**config.mk**
```make
export PLATFORM = sky130hd
export DESIGN_NAME = instr_fetch_ctrl
export DESIGN_NICKNAME = d
export VERILOG_FILES = /design/src/rtl/instr_fetch_ctrl.sv
export SDC_FILE = /design/constraint.sdc
export NUM_CORES = 1
export LEC_CHECK = 0
export BUFFER_PORTS_ARGS = -buffer_cell sky130_fd_sc_hd__buf_2
export CORE_ASPECT_RATIO = 1.4
export CORE_MARGIN = 5
export CORE_UTILIZATION = 30
export DETAILED_ROUTE_END_ITERATION = 6
export PLACE_DENSITY = 0.65
export REMOVE_ABC_BUFFERS = 1
export SLEW_MARGIN = 0
export SYNTH_ARGS = -nofsm -noshare
export SYNTH_HDL_FRONTEND = slang
export SYNTH_SLANG_ARGS = --single-unit
```
**constraint.sdc**
```tcl
create_clock -name clk -period 2.54 [get_ports clk]
set_input_delay 0.508 -clock clk [delete_from_list [all_inputs] [get_ports clk]]
set_output_delay 0.508 -clock clk [all_outputs]
set_load 0.01 [all_outputs]
```
**src/rtl/instr_fetch_ctrl.sv**
```systemverilog
// Instruction fetch sequencer: loads program words into the instruction RAM,
// then fetches, decodes HALT, and hands instructions to the datapath one at a time.
module instr_fetch_ctrl #(
    parameter int          ADDR_W  = 8,
    parameter int          DATA_W  = 16,
    parameter logic [3:0]  HALT_OP = 4'hF
) (
    input  logic              clk,
    input  logic              reset,
    input  logic              start,
    input  logic              load_req,
    input  logic [ADDR_W-1:0] load_addr,
    input  logic [DATA_W-1:0] load_data,
    output logic              load_ack,
    output logic              iram_en,
    output logic              iram_read_en,
    output logic              iram_write_en,
    output logic [ADDR_W-1:0] iram_addr,
    output logic [DATA_W-1:0] iram_wdata,
    input  logic [DATA_W-1:0] iram_rdata,
    output logic [ADDR_W-1:0] pc,
    output logic [DATA_W-1:0] ir,
    output logic              exec_valid,
    input  logic              exec_done,
    input  logic              branch_take,
    input  logic [ADDR_W-1:0] branch_target,
    output logic              halted,
    output logic              busy
);

    typedef enum logic [2:0] {
        S_IDLE  = 3'd0,
        S_FETCH = 3'd1,
        S_WAIT  = 3'd2,
        S_EXEC  = 3'd3,
        S_HALT  = 3'd4
    } state_t;

    state_t            r_state;
    state_t            w_state_next;
    logic [ADDR_W-1:0] r_pc;
    logic [DATA_W-1:0] r_ir;
    logic              r_exec_first;
    logic              w_is_halt;
    logic              w_resume;
    logic [ADDR_W-1:0] w_pc_inc;

    assign w_is_halt = (iram_rdata[DATA_W-1 -: 4] == HALT_OP);
    // A loader request always wins over start in the same cycle.
    assign w_resume  = start && !load_req;
    assign w_pc_inc  = r_pc + {{(ADDR_W-1){1'b0}}, 1'b1};

    // State register and fetch datapath
    always_ff @(posedge clk) begin
        if (reset) begin
            r_state      <= S_IDLE;
            r_pc         <= '0;
            r_ir         <= '0;
            r_exec_first <= 1'b0;
        end else begin
            r_state      <= w_state_next;
            r_exec_first <= (r_state == S_WAIT);
            if (r_state == S_WAIT) begin
                r_ir <= iram_rdata;
            end
            if (r_state == S_EXEC && exec_done) begin
                r_pc <= branch_take ? branch_target : w_pc_inc;
            end else if (r_state == S_HALT && w_resume) begin
                r_pc <= '0;
            end
        end
    end

    // Next-state logic
    always_comb begin
        w_state_next = r_state;
        case (r_state)
            S_IDLE:  if (w_resume) w_state_next = S_FETCH;
            S_FETCH: w_state_next = S_WAIT;
            S_WAIT:  w_state_next = w_is_halt ? S_HALT : S_EXEC;
            S_EXEC:  if (exec_done) w_state_next = S_FETCH;
            S_HALT:  if (w_resume) w_state_next = S_FETCH;
            default: w_state_next = S_IDLE;
        endcase
    end

    // Output logic
    always_comb begin
        load_ack      = 1'b0;
        iram_en       = 1'b0;
        iram_read_en  = 1'b0;
        iram_write_en = 1'b0;
        iram_addr     = '0;
        iram_wdata    = '0;
        case (r_state)
            S_IDLE, S_HALT: begin
                if (load_req) begin
                    load_ack      = 1'b1;
                    iram_en       = 1'b1;
                    iram_write_en = 1'b1;
                    iram_addr     = load_addr;
                    iram_wdata    = load_data;
                end
            end
            S_FETCH: begin
                iram_en      = 1'b1;
                iram_read_en = 1'b1;
                iram_addr    = r_pc;
            end
            default: ;
        endcase
    end

    assign exec_valid = (r_state == S_EXEC) && r_exec_first;
    assign halted     = (r_state == S_HALT);
    assign busy       = (r_state == S_FETCH) || (r_state == S_WAIT) || (r_state == S_EXEC);
    assign pc         = r_pc;
    assign ir         = r_ir;

endmodule

```
**Yosys cells after proc, flatten, opt, wreduce, memory -nomap -nowiden**

Index checks and enable logic that the tools add are counted.

- Register bits after elaboration: 28
- Input port bits: 54
- Word-level logic and storage cells: 38

- Add/sub/neg operators: 1
- Equal/unequal tests: 7
- Muxes and demuxes: 15
- Reductions and logical operators: 11

Operator list:

| cell | count |
|---|---|
| 16-bit two-way mux | 2 |
| 8-bit two-way mux | 4 |
| 8-bit one-hot mux with 2 select lines | 1 |
| 3-bit one-hot mux with 4 select lines | 1 |
| 3-bit two-way mux | 3 |
| 8-bit by 1-bit adder with 8-bit output (second input constant) | 1 |
| 3-bit by 2-bit equality test with 1-bit output (second input constant) | 2 |
| 4-bit equality test (second input constant) | 1 |
| 1-bit logical AND | 4 |
| 3-bit by 1-bit equality test with 1-bit output (second input constant) | 1 |
| 3-bit equality test (second input constant) | 1 |
| 3-bit logical NOT | 1 |
| 1-bit two-way mux | 3 |
| 1-bit logical OR | 2 |
| 2-bit by 1-bit inequality test with 1-bit output (second input constant) | 1 |
| 2-bit inequality test (second input constant) | 1 |
| 1-bit one-hot mux with 2 select lines | 1 |
| 2-bit AND reduction | 1 |
| 2-bit nonzero test | 1 |
| 2-bit OR reduction | 1 |
| 1-bit logical NOT | 1 |

**Longest topological paths before layout**

Gate-level depths: netlist of the first run.

- Depth after elaboration: 5
- Mapped depth: 7
- Gate-level depth less buffers: 5

**Worst setup path before layout of the first run**

OpenSTA, ideal clock, no wires.

- Path type: register to output
- Start: register r_state[0]
- End: output port iram_addr[0]
- Data arrival time: 1222 ps
- Path slack: 810 ps
- Cell stages (with the launch flop): 4
- Buffers on the path: 1
- Cells stage by stage: dfxtp_1 > buf_4 > nor3b_2 > a22o_1

- Longest elaborated chain between the ends: 3

RTL lines:

| element | RTL line | source |
|---|---|---|
| start, declared | 39 | `state_t r_state;` |
| start signal, assigned | 61 | `r_state <= w_state_next;` |
| 3-bit equality test / 3-bit logical NOT (equally long branches) | 95 | `case (r_state)` |
| 2-bit OR reduction (no line) | - |  |
| 8-bit one-hot mux with 2 select lines (*) | 95 |  |
| end, declared | 18 | `output logic [ADDR_W-1:0] iram_addr,` |

Every way passes the cells marked *; elsewhere a longest branch is shown, timed or not.

**Worst setup path in the final report of the first run**

- Start: register r_state[0]
- End: output port iram_addr[1]

Same word-level chain as after synthesis.

==> results of run 1 <==
area by class of cell:
cell class | instances | area (um2) | share of cell area
tap | 64 | 80.1 | 0.0379
timing repair buffer | 108 | 541 | 0.256
inverter | 3 | 11.3 | 0.00533
clock inverter | 1 | 30.0 | 0.0142
multi-input combinational | 147 | 850 | 0.402
sequential | 28 | 561 | 0.265
clock buffer | 3 | 41.3 | 0.0195
critical path: stages, from the launching register on:
cell,delay (ns)
sky130_fd_sc_hd__dfxtp_1,0.45
sky130_fd_sc_hd__nor2_4,0.39
sky130_fd_sc_hd__and2_1,0.39
sky130_fd_sc_hd__a22o_1,0.17
sky130_fd_sc_hd__buf_2,0.12
cell families (layout without fill, tap and decap cells):
logic type / after synthesis / after routing / synth area share
xor gates and xnor gates: 1 / 1 / 0.00574
DFF: 28 / 28 / 0.368
adders and majority gates: 1 / 1 / 0.00820
AOI/OAI and AO/OA: 48 / 48 / 0.207
and+or+nand+nor: 96 / 96 / 0.330
buffers and inverters: 19 / 115 / 0.0755
muxes: 1 / 1 / 0.00656
worst max path at each step:
| stage | startpoint | endpoint |
|---|---|---|
| after global routing | r_state[0]$_SDFFE_PP0P_ | iram_addr[0] |
| after floorplan | r_state[0]$_SDFFE_PP0P_ | iram_addr[0] |
| after detailed placement | r_state[0]$_SDFFE_PP0P_ | iram_addr[7] |
| after CTS | r_state[0]$_SDFFE_PP0P_ | iram_addr[7] |
| final | r_state[0]$_SDFFE_PP0P_ | iram_addr[1] |
| after global placement | r_state[0]$_SDFFE_PP0P_ | iram_addr[7] |
metrics by stage:
stage	cell area (um2)	total power, W	cells	util	setup WS, ns
finish	2110	0.00105	354	0.433	0.235
global route	2110	0.00111	354	0.433	0.0419
CTS	2110	0.00106	354	0.433	0.218
detailed placement	2040	0.000709	350	0.418	0.525
global placement	2040	0.000706	350	0.418	0.582
floorplan	1420	0.000591	178	-	0.682
state kept, by name, indices dropped and copies added, names as in the netlist:
| register | count |
|---|---|
| ir | 16 |
| pc | 8 |
| r_exec_first | 1 |
| r_state | 3 |
power breakdown:
| part | total (W) | internal [W] | switching, W |
|---|---|---|---|
| combinational | 0.000225 | 0.000101 | 0.000124 |
| clock | 0.000349 | 0.000211 | 0.000138 |
| sequential | 0.000470 | 0.000455 | 0.0000150 |
metal layers:
layer | vias up | GRT usage | share of wire
met5 | - | 0 | 0
met4 | 0 | 0.0288 | 0.0088
met3 | 6 | 0.0394 | 0.091
met2 | 68 | 0.231 | 0.49
met1 | 744 | 0.149 | 0.41
li1 | 874 | - | -
Yosys cell counts (2+ instances only):
cell / n
sky130_fd_sc_hd__dfxtp_1: 28
sky130_fd_sc_hd__o31ai_1: 3
sky130_fd_sc_hd__nand2_1: 42
sky130_fd_sc_hd__a22o_1: 8
sky130_fd_sc_hd__nand2b_1: 2
sky130_fd_sc_hd__inv_1: 3
sky130_fd_sc_hd__nor3_1: 3
sky130_fd_sc_hd__clkbuf_1: 4
sky130_fd_sc_hd__nand3_1: 3
sky130_fd_sc_hd__a21oi_1: 24
sky130_fd_sc_hd__buf_6: 3
sky130_fd_sc_hd__o32ai_1: 2
sky130_fd_sc_hd__and2_1: 2
sky130_fd_sc_hd__buf_4: 4
sky130_fd_sc_hd__nand4_1: 2
sky130_fd_sc_hd__nor2_4: 2
sky130_fd_sc_hd__nor2_1: 8
sky130_fd_sc_hd__and3_1: 19
sky130_fd_sc_hd__o21ai_0: 5
sky130_fd_sc_hd__buf_2: 5
sky130_fd_sc_hd__nor3b_1: 4
==> flow_metrics.env, run 1 <==
export IMPL_num_nets_final=346
export IMPL_cts_tree="done"
export IMPL_die_height_um=94.4
export IMPL_cts_htree_levels=1
export IMPL_yosysTopAreaCellShare=0.368
export IMPL_drive_gt1_frac=0.410
export IMPL_placementRows=30
export IMPL_ctsHoldBuffers=0
export IMPL_pin_count_of_the_biggest_net_entering_global_routing=29
export IMPL_fp_coreArea_um2=4880
export IMPL_antenna_cells_inserted=0
export IMPL_worstReg2RegStart="r_state[2]$_SDFFE_PP0P_"
export IMPL_synthesis_yosys_warnings=0
export IMPL_drc=0
export IMPL_maxSlewHeadroom=0.568
export IMPL_leakagePower_nw=1.07
export IMPL_weighted_congestion_reported_at_the_end_of_routability_driven_placement=0.767
export IMPL_ys_top_cells_by_area="sky130_fd_sc_hd__dfxtp_1 (37%), sky130_fd_sc_hd__nand2_1 (10%), sky130_fd_sc_hd__a21oi_1 (7.9%)"
export IMPL_drt_vias_per_instance=4.78
export IMPL_initial_core_util=0.313
export IMPL_drt_first_iter_violations=131
export IMPL_synth_area_um2=1530
export IMPL_tightestPinTransition_ns=0.648
export IMPL_worst_setup_path_start_kind="flip-flop"
export IMPL_worstPathMaxFanout=21
export IMPL_timing_worst_setup_path_type="flip-flop to primary output"
export IMPL_synth_largest_area_cell="sky130_fd_sc_hd__dfxtp_1"
export IMPL_total_cts_buffers=3
export IMPL_hold_path_startpoint="ir[13]$_SDFFE_PP0N_"
export IMPL_register_area_share_after_synthesis=0.368
export IMPL_final_min_period_over_clock_period=0.908
export IMPL_cts_resized_gates=0
export IMPL_grt_setup_unrepaired="false"
export IMPL_grt_pass1_vias=1529
export IMPL_power_density_nw_per_um2=495
export IMPL_min_to="ir[13]$_SDFFE_PP0N_"
export IMPL_clk_transition_reported_paths_ns=0.09
export IMPL_post_route_min_period_ns=2.31
export IMPL_numPortBuffers=108
export IMPL_track_usage=0.129
export IMPL_die_x_um=70.3
export IMPL_hold_violations=0
export IMPL_place_hpwl_mm=3.47
export IMPL_count_of_different_cell_masters_after_synthesis=39
export IMPL_clock_insertion_delay_worst_skew_ns=0.27
export IMPL_run_status="completed"
export IMPL_finalSetupViolCount=0
export IMPL_synthToLayoutAreaGrowth_pct=38.6
export IMPL_dominantRegCellSynth="sky130_fd_sc_hd__dfxtp_1"
export IMPL_floorplan_io_pins=109
export IMPL_reg2reg_depth=4
export IMPL_mostFrequentLayoutCells="sky130_fd_sc_hd__buf_2 (108), sky130_fd_sc_hd__nand2_1 (42), sky130_fd_sc_hd__dfxtp_1 (28)"
export IMPL_postCtsSetupRepairBufs=0
export IMPL_worstHoldPathType="flip-flop to flip-flop"
export IMPL_dr_total_vias=1692
export IMPL_firstDrtPassIters=4
export IMPL_setup_tns_final_ns=0
export IMPL_ctsRootBufferMaster="sky130_fd_sc_hd__clkbuf_8"
export IMPL_min_path_cells=2
export IMPL_n_fill_cell=521
export IMPL_critical_path_arrival_ns=1.80
export IMPL_drt_wirelength_per_cell_um=12.8
export IMPL_most_common_library_cell_in_the_layout_ignoring_fill_and_taps="sky130_fd_sc_hd__buf_2"
export IMPL_fp_dieArea_um2=6630
export IMPL_grt_overflow=0
export IMPL_postRouteAntennaNets=0
export IMPL_maxClockFrequency_mhz=434
export IMPL_tritoncts_num_sinks=28
export IMPL_synthArstFlopShare=0
export IMPL_slew_violations=0
export IMPL_synthesis_instances=194
export IMPL_setup_slack_reg_to_reg_ns=0.95
export IMPL_whs_ns=0.457
export IMPL_worst_endpoint_required_ns=2.03
export IMPL_yosys_register_bits=28
export IMPL_edff_count_synth=0
export IMPL_worst_r2r_endpoint="ir[1]$_SDFFE_PP0N_"
export IMPL_fin_worst_skew_ns=0.00481
export IMPL_antenna_found_initial=0
export IMPL_max_vdd_ir_drop_uv=258
export IMPL_max_cap_violations=0
export IMPL_crit_path_end_kind="primary output"
export IMPL_grt_pass1_wl_mm=7.15
export IMPL_cts_buffer_depth=2
export IMPL_routed_wirelength_mm=4.53
export IMPL_syn_avg_cell_area_um2=7.86
Power figures use the tool's default switching activity.
==> run 2, diff against run 1 <==
--- a/config.mk
+++ b/config.mk
@@ -5,13 +5,13 @@
 export SDC_FILE = /design/constraint.sdc
 export NUM_CORES = 1
 export LEC_CHECK = 0
+export ABC_AREA = 1
 export BUFFER_PORTS_ARGS = -buffer_cell sky130_fd_sc_hd__buf_2
 export CORE_ASPECT_RATIO = 1.4
 export CORE_MARGIN = 5
 export CORE_UTILIZATION = 30
 export DETAILED_ROUTE_END_ITERATION = 6
 export PLACE_DENSITY = 0.65
-export REMOVE_ABC_BUFFERS = 1
 export SLEW_MARGIN = 0
 export SYNTH_ARGS = -nofsm -noshare
 export SYNTH_HDL_FRONTEND = slang
==> run 2 against run 1 <==
  * Power increased by 27%
  * Design area increased by 2.2%
  * Non-clock buffer count increased by 2
==> flow_metrics.env, run 2 <==
export IMPL_run_status="completed"
export IMPL_initial_core_util=0.312
export IMPL_finalSetupViolCount=0
export IMPL_final_min_period_over_clock_period=0.884
export IMPL_drc=0
export IMPL_post_route_min_period_ns=2.25
export IMPL_max_vdd_ir_drop_uv=288
export IMPL_timing_worst_setup_path_type="flip-flop to primary output"
export IMPL_tightestPinTransition_ns=0.529
export IMPL_yosysTopAreaCellShare=0.366
export IMPL_leakagePower_nw=1.07
export IMPL_ys_top_cells_by_area="sky130_fd_sc_hd__dfxtp_1 (37%), sky130_fd_sc_hd__nand2_1 (20%), sky130_fd_sc_hd__nor2_1 (8.8%)"
export IMPL_synthToLayoutAreaGrowth_pct=40.9
export IMPL_dr_total_vias=1883
export IMPL_synth_cells_most_frequent="sky130_fd_sc_hd__nand2_1 (80), sky130_fd_sc_hd__nor2_1 (36), sky130_fd_sc_hd__dfxtp_1 (28)"
export IMPL_stdcell_area_um2=2160
export IMPL_setup_slack_reg_to_reg_ns=0.81
export IMPL_drt_first_iter_violations=64
export IMPL_setup_tns_final_ns=0
export IMPL_synthesis_nets=297
export IMPL_hold_violations=0
export IMPL_placementRows=30
export IMPL_total_cts_buffers=3
export IMPL_die_height_um=94.6
export IMPL_track_usage=0.144
export IMPL_max_cap_violations=0
export IMPL_wl_met3_um=516
export IMPL_floorplan_io_pins=109
export IMPL_cts_resized_gates=0
export IMPL_num_nets_final=401
export IMPL_ctsRootBufferMaster="sky130_fd_sc_hd__clkbuf_8"
export IMPL_grt_overflow=0
export IMPL_drive_gt1_frac=0.372
export IMPL_post_synth_top_count_cell="sky130_fd_sc_hd__nand2_1"
export IMPL_worst_endpoint_required_ns=2.03
export IMPL_crit_path_end_kind="primary output"
export IMPL_count_of_different_cell_masters_after_synthesis=26
export IMPL_postCtsSetupRepairBufs=0
export IMPL_fin_worst_skew_ns=0.00300
export IMPL_synthesis_yosys_warnings=0
export IMPL_worst_setup_path_start_kind="flip-flop"
export IMPL_power_density_nw_per_um2=615
export IMPL_synthArstFlopShare=0
export IMPL_syn_avg_cell_area_um2=6.33
export IMPL_postRouteAntennaNets=0
export IMPL_edff_count_synth=0
export IMPL_synth_largest_area_cell="sky130_fd_sc_hd__dfxtp_1"
export IMPL_die_x_um=70.4
export IMPL_cts_tree="done"
export IMPL_place_hpwl_mm=3.85
export IMPL_drt_vias_per_instance=4.62
export IMPL_register_area_share_after_synthesis=0.366
export IMPL_clk_transition_reported_paths_ns=0.09
export IMPL_cts_buffer_depth=2
export IMPL_firstDrtPassIters=4
export IMPL_ctsHoldBuffers=0
export IMPL_clock_insertion_delay_worst_skew_ns=0.26
export IMPL_critical_path_arrival_ns=1.74
export IMPL_fp_coreArea_um2=4920
export IMPL_routedLengthMet1_mm=1.94
export IMPL_antenna_found_initial=0
export IMPL_fp_dieArea_um2=6660
export IMPL_most_common_library_cell_in_the_layout_ignoring_fill_and_taps="sky130_fd_sc_hd__buf_2"
export IMPL_grt_pass1_wl_mm=7.98
export IMPL_dominantRegCellSynth="sky130_fd_sc_hd__dfxtp_1"
export IMPL_mostFrequentLayoutCells="sky130_fd_sc_hd__buf_2 (108), sky130_fd_sc_hd__nand2_1 (80), sky130_fd_sc_hd__nor2_1 (35)"
export IMPL_dr_max_layer_used="met4"
export IMPL_detailed_place_area_um2=2110
export IMPL_maxClockFrequency_mhz=445
export IMPL_routed_wirelength_mm=4.90
export IMPL_synthesis_instances=242
export IMPL_antenna_cells_inserted=0
export IMPL_largest_register_ffs=16
export IMPL_drt_wirelength_per_cell_um=12.0
export IMPL_worstHoldPathType="flip-flop to flip-flop"
export IMPL_yosys_register_bits=28
export IMPL_maxSlewHeadroom=0.647
export IMPL_tritoncts_num_sinks=28
export IMPL_pin_count_of_the_biggest_net_entering_global_routing=29
export IMPL_synth_area_um2=1530
export IMPL_slew_violations=0
export IMPL_grt_setup_unrepaired="false"
export IMPL_weighted_congestion_reported_at_the_end_of_routability_driven_placement=0.820
export IMPL_worstPathMaxFanout=10
export IMPL_met2_wirelength_mm=2.40
export IMPL_grt_pass1_vias=1787
export IMPL_n_fill_cell=541
export IMPL_numPortBuffers=108
export IMPL_cts_htree_levels=1
run 2: cell count changes after synthesis, sizes merged, moves of 5 or more:
cell and change:
nor3b -5, inv +14, buf -5, nand3 +16, and3 -19, nand2 +38
a22o -6, nor2 +30
run 2: final timing paths:
check	to	start	depth (start not counted)
setup / recovery	iram_addr[7]	r_state[1]$_SDFFE_PP0P_	6
setup reg to reg	pc[1]$_SDFFE_PP0P_	r_state[1]$_SDFFE_PP0P_	6
hold reg to reg	ir[6]$_SDFFE_PP0N_	ir[6]$_SDFFE_PP0N_	2
hold / removal	ir[6]$_SDFFE_PP0N_	ir[6]$_SDFFE_PP0N_	2
run 2: routing by layer:
layer | vias up | track usage
met1 | 832 | 0.156
met4 | 0 | 0.0463
met2 | 77 | 0.262
met5 | - | 0
met3 | 2 | 0.0469
li1 | 972 | -
run 2: per-stage QoR:
step | std cells | hold WS, ns | worst slack (ns) | utilization | total power, W
finish | 408 | 0.464 | 0.295 | 0.439 | 0.00133
global route | 408 | 0.459 | 0.0836 | 0.439 | 0.00143
CTS | 407 | 0.466 | 0.247 | 0.437 | 0.00133
detailed placement | 404 | 0.452 | 0.549 | 0.428 | 0.00109
global placement | 404 | 0.449 | 0.606 | 0.428 | 0.00108
floorplan | 242 | 0.490 | 0.847 | - | 0.000876
run 2: cell families (layout without fill, tap and decap cells):
kind of cell | count (synthesis) | count (layout) | synth area share
and+or+nand+nor | 142 | 142 | 0.387
AOI/OAI and AO/OA | 40 | 40 | 0.146
buffers and inverters | 29 | 131 | 0.0816
DFF | 28 | 28 | 0.366
xor gates and xnor gates | 2 | 2 | 0.0114
adders and majority gates | 1 | 1 | 0.00816
run 2: area by class of cell:
cell class                 instances  area, um2  area share
multi-input combinational        185        850       0.393
sequential                        28        561       0.260
timing repair buffer             110        556       0.257
tap                               64       80.1      0.0371
inverter                          17       67.6      0.0313
clock buffer                       3       41.3      0.0191
timing repair inverter             1       5.00     0.00232
run 2: where the power goes:
group / internal (W) / switching [W] / leakage [nW]
clock network: 0.000106 / 0.000127 / 0.0216
registers: 0.000488 / 0.0000323 / 0.227
logic: 0.000215 / 0.000359 / 0.825
total: 0.000809 / 0.000519 / 1.07
run 2: critical path, cell delays in order (launching register included):
cell and delay [ns]:
sky130_fd_sc_hd__dfxtp_1 0.37, sky130_fd_sc_hd__nor2_2 0.26, sky130_fd_sc_hd__clkinvlp_4 0.30, sky130_fd_sc_hd__nor2_4 0.25, sky130_fd_sc_hd__nand2_1 0.07, sky130_fd_sc_hd__o21ai_0 0.07
sky130_fd_sc_hd__buf_2 0.15
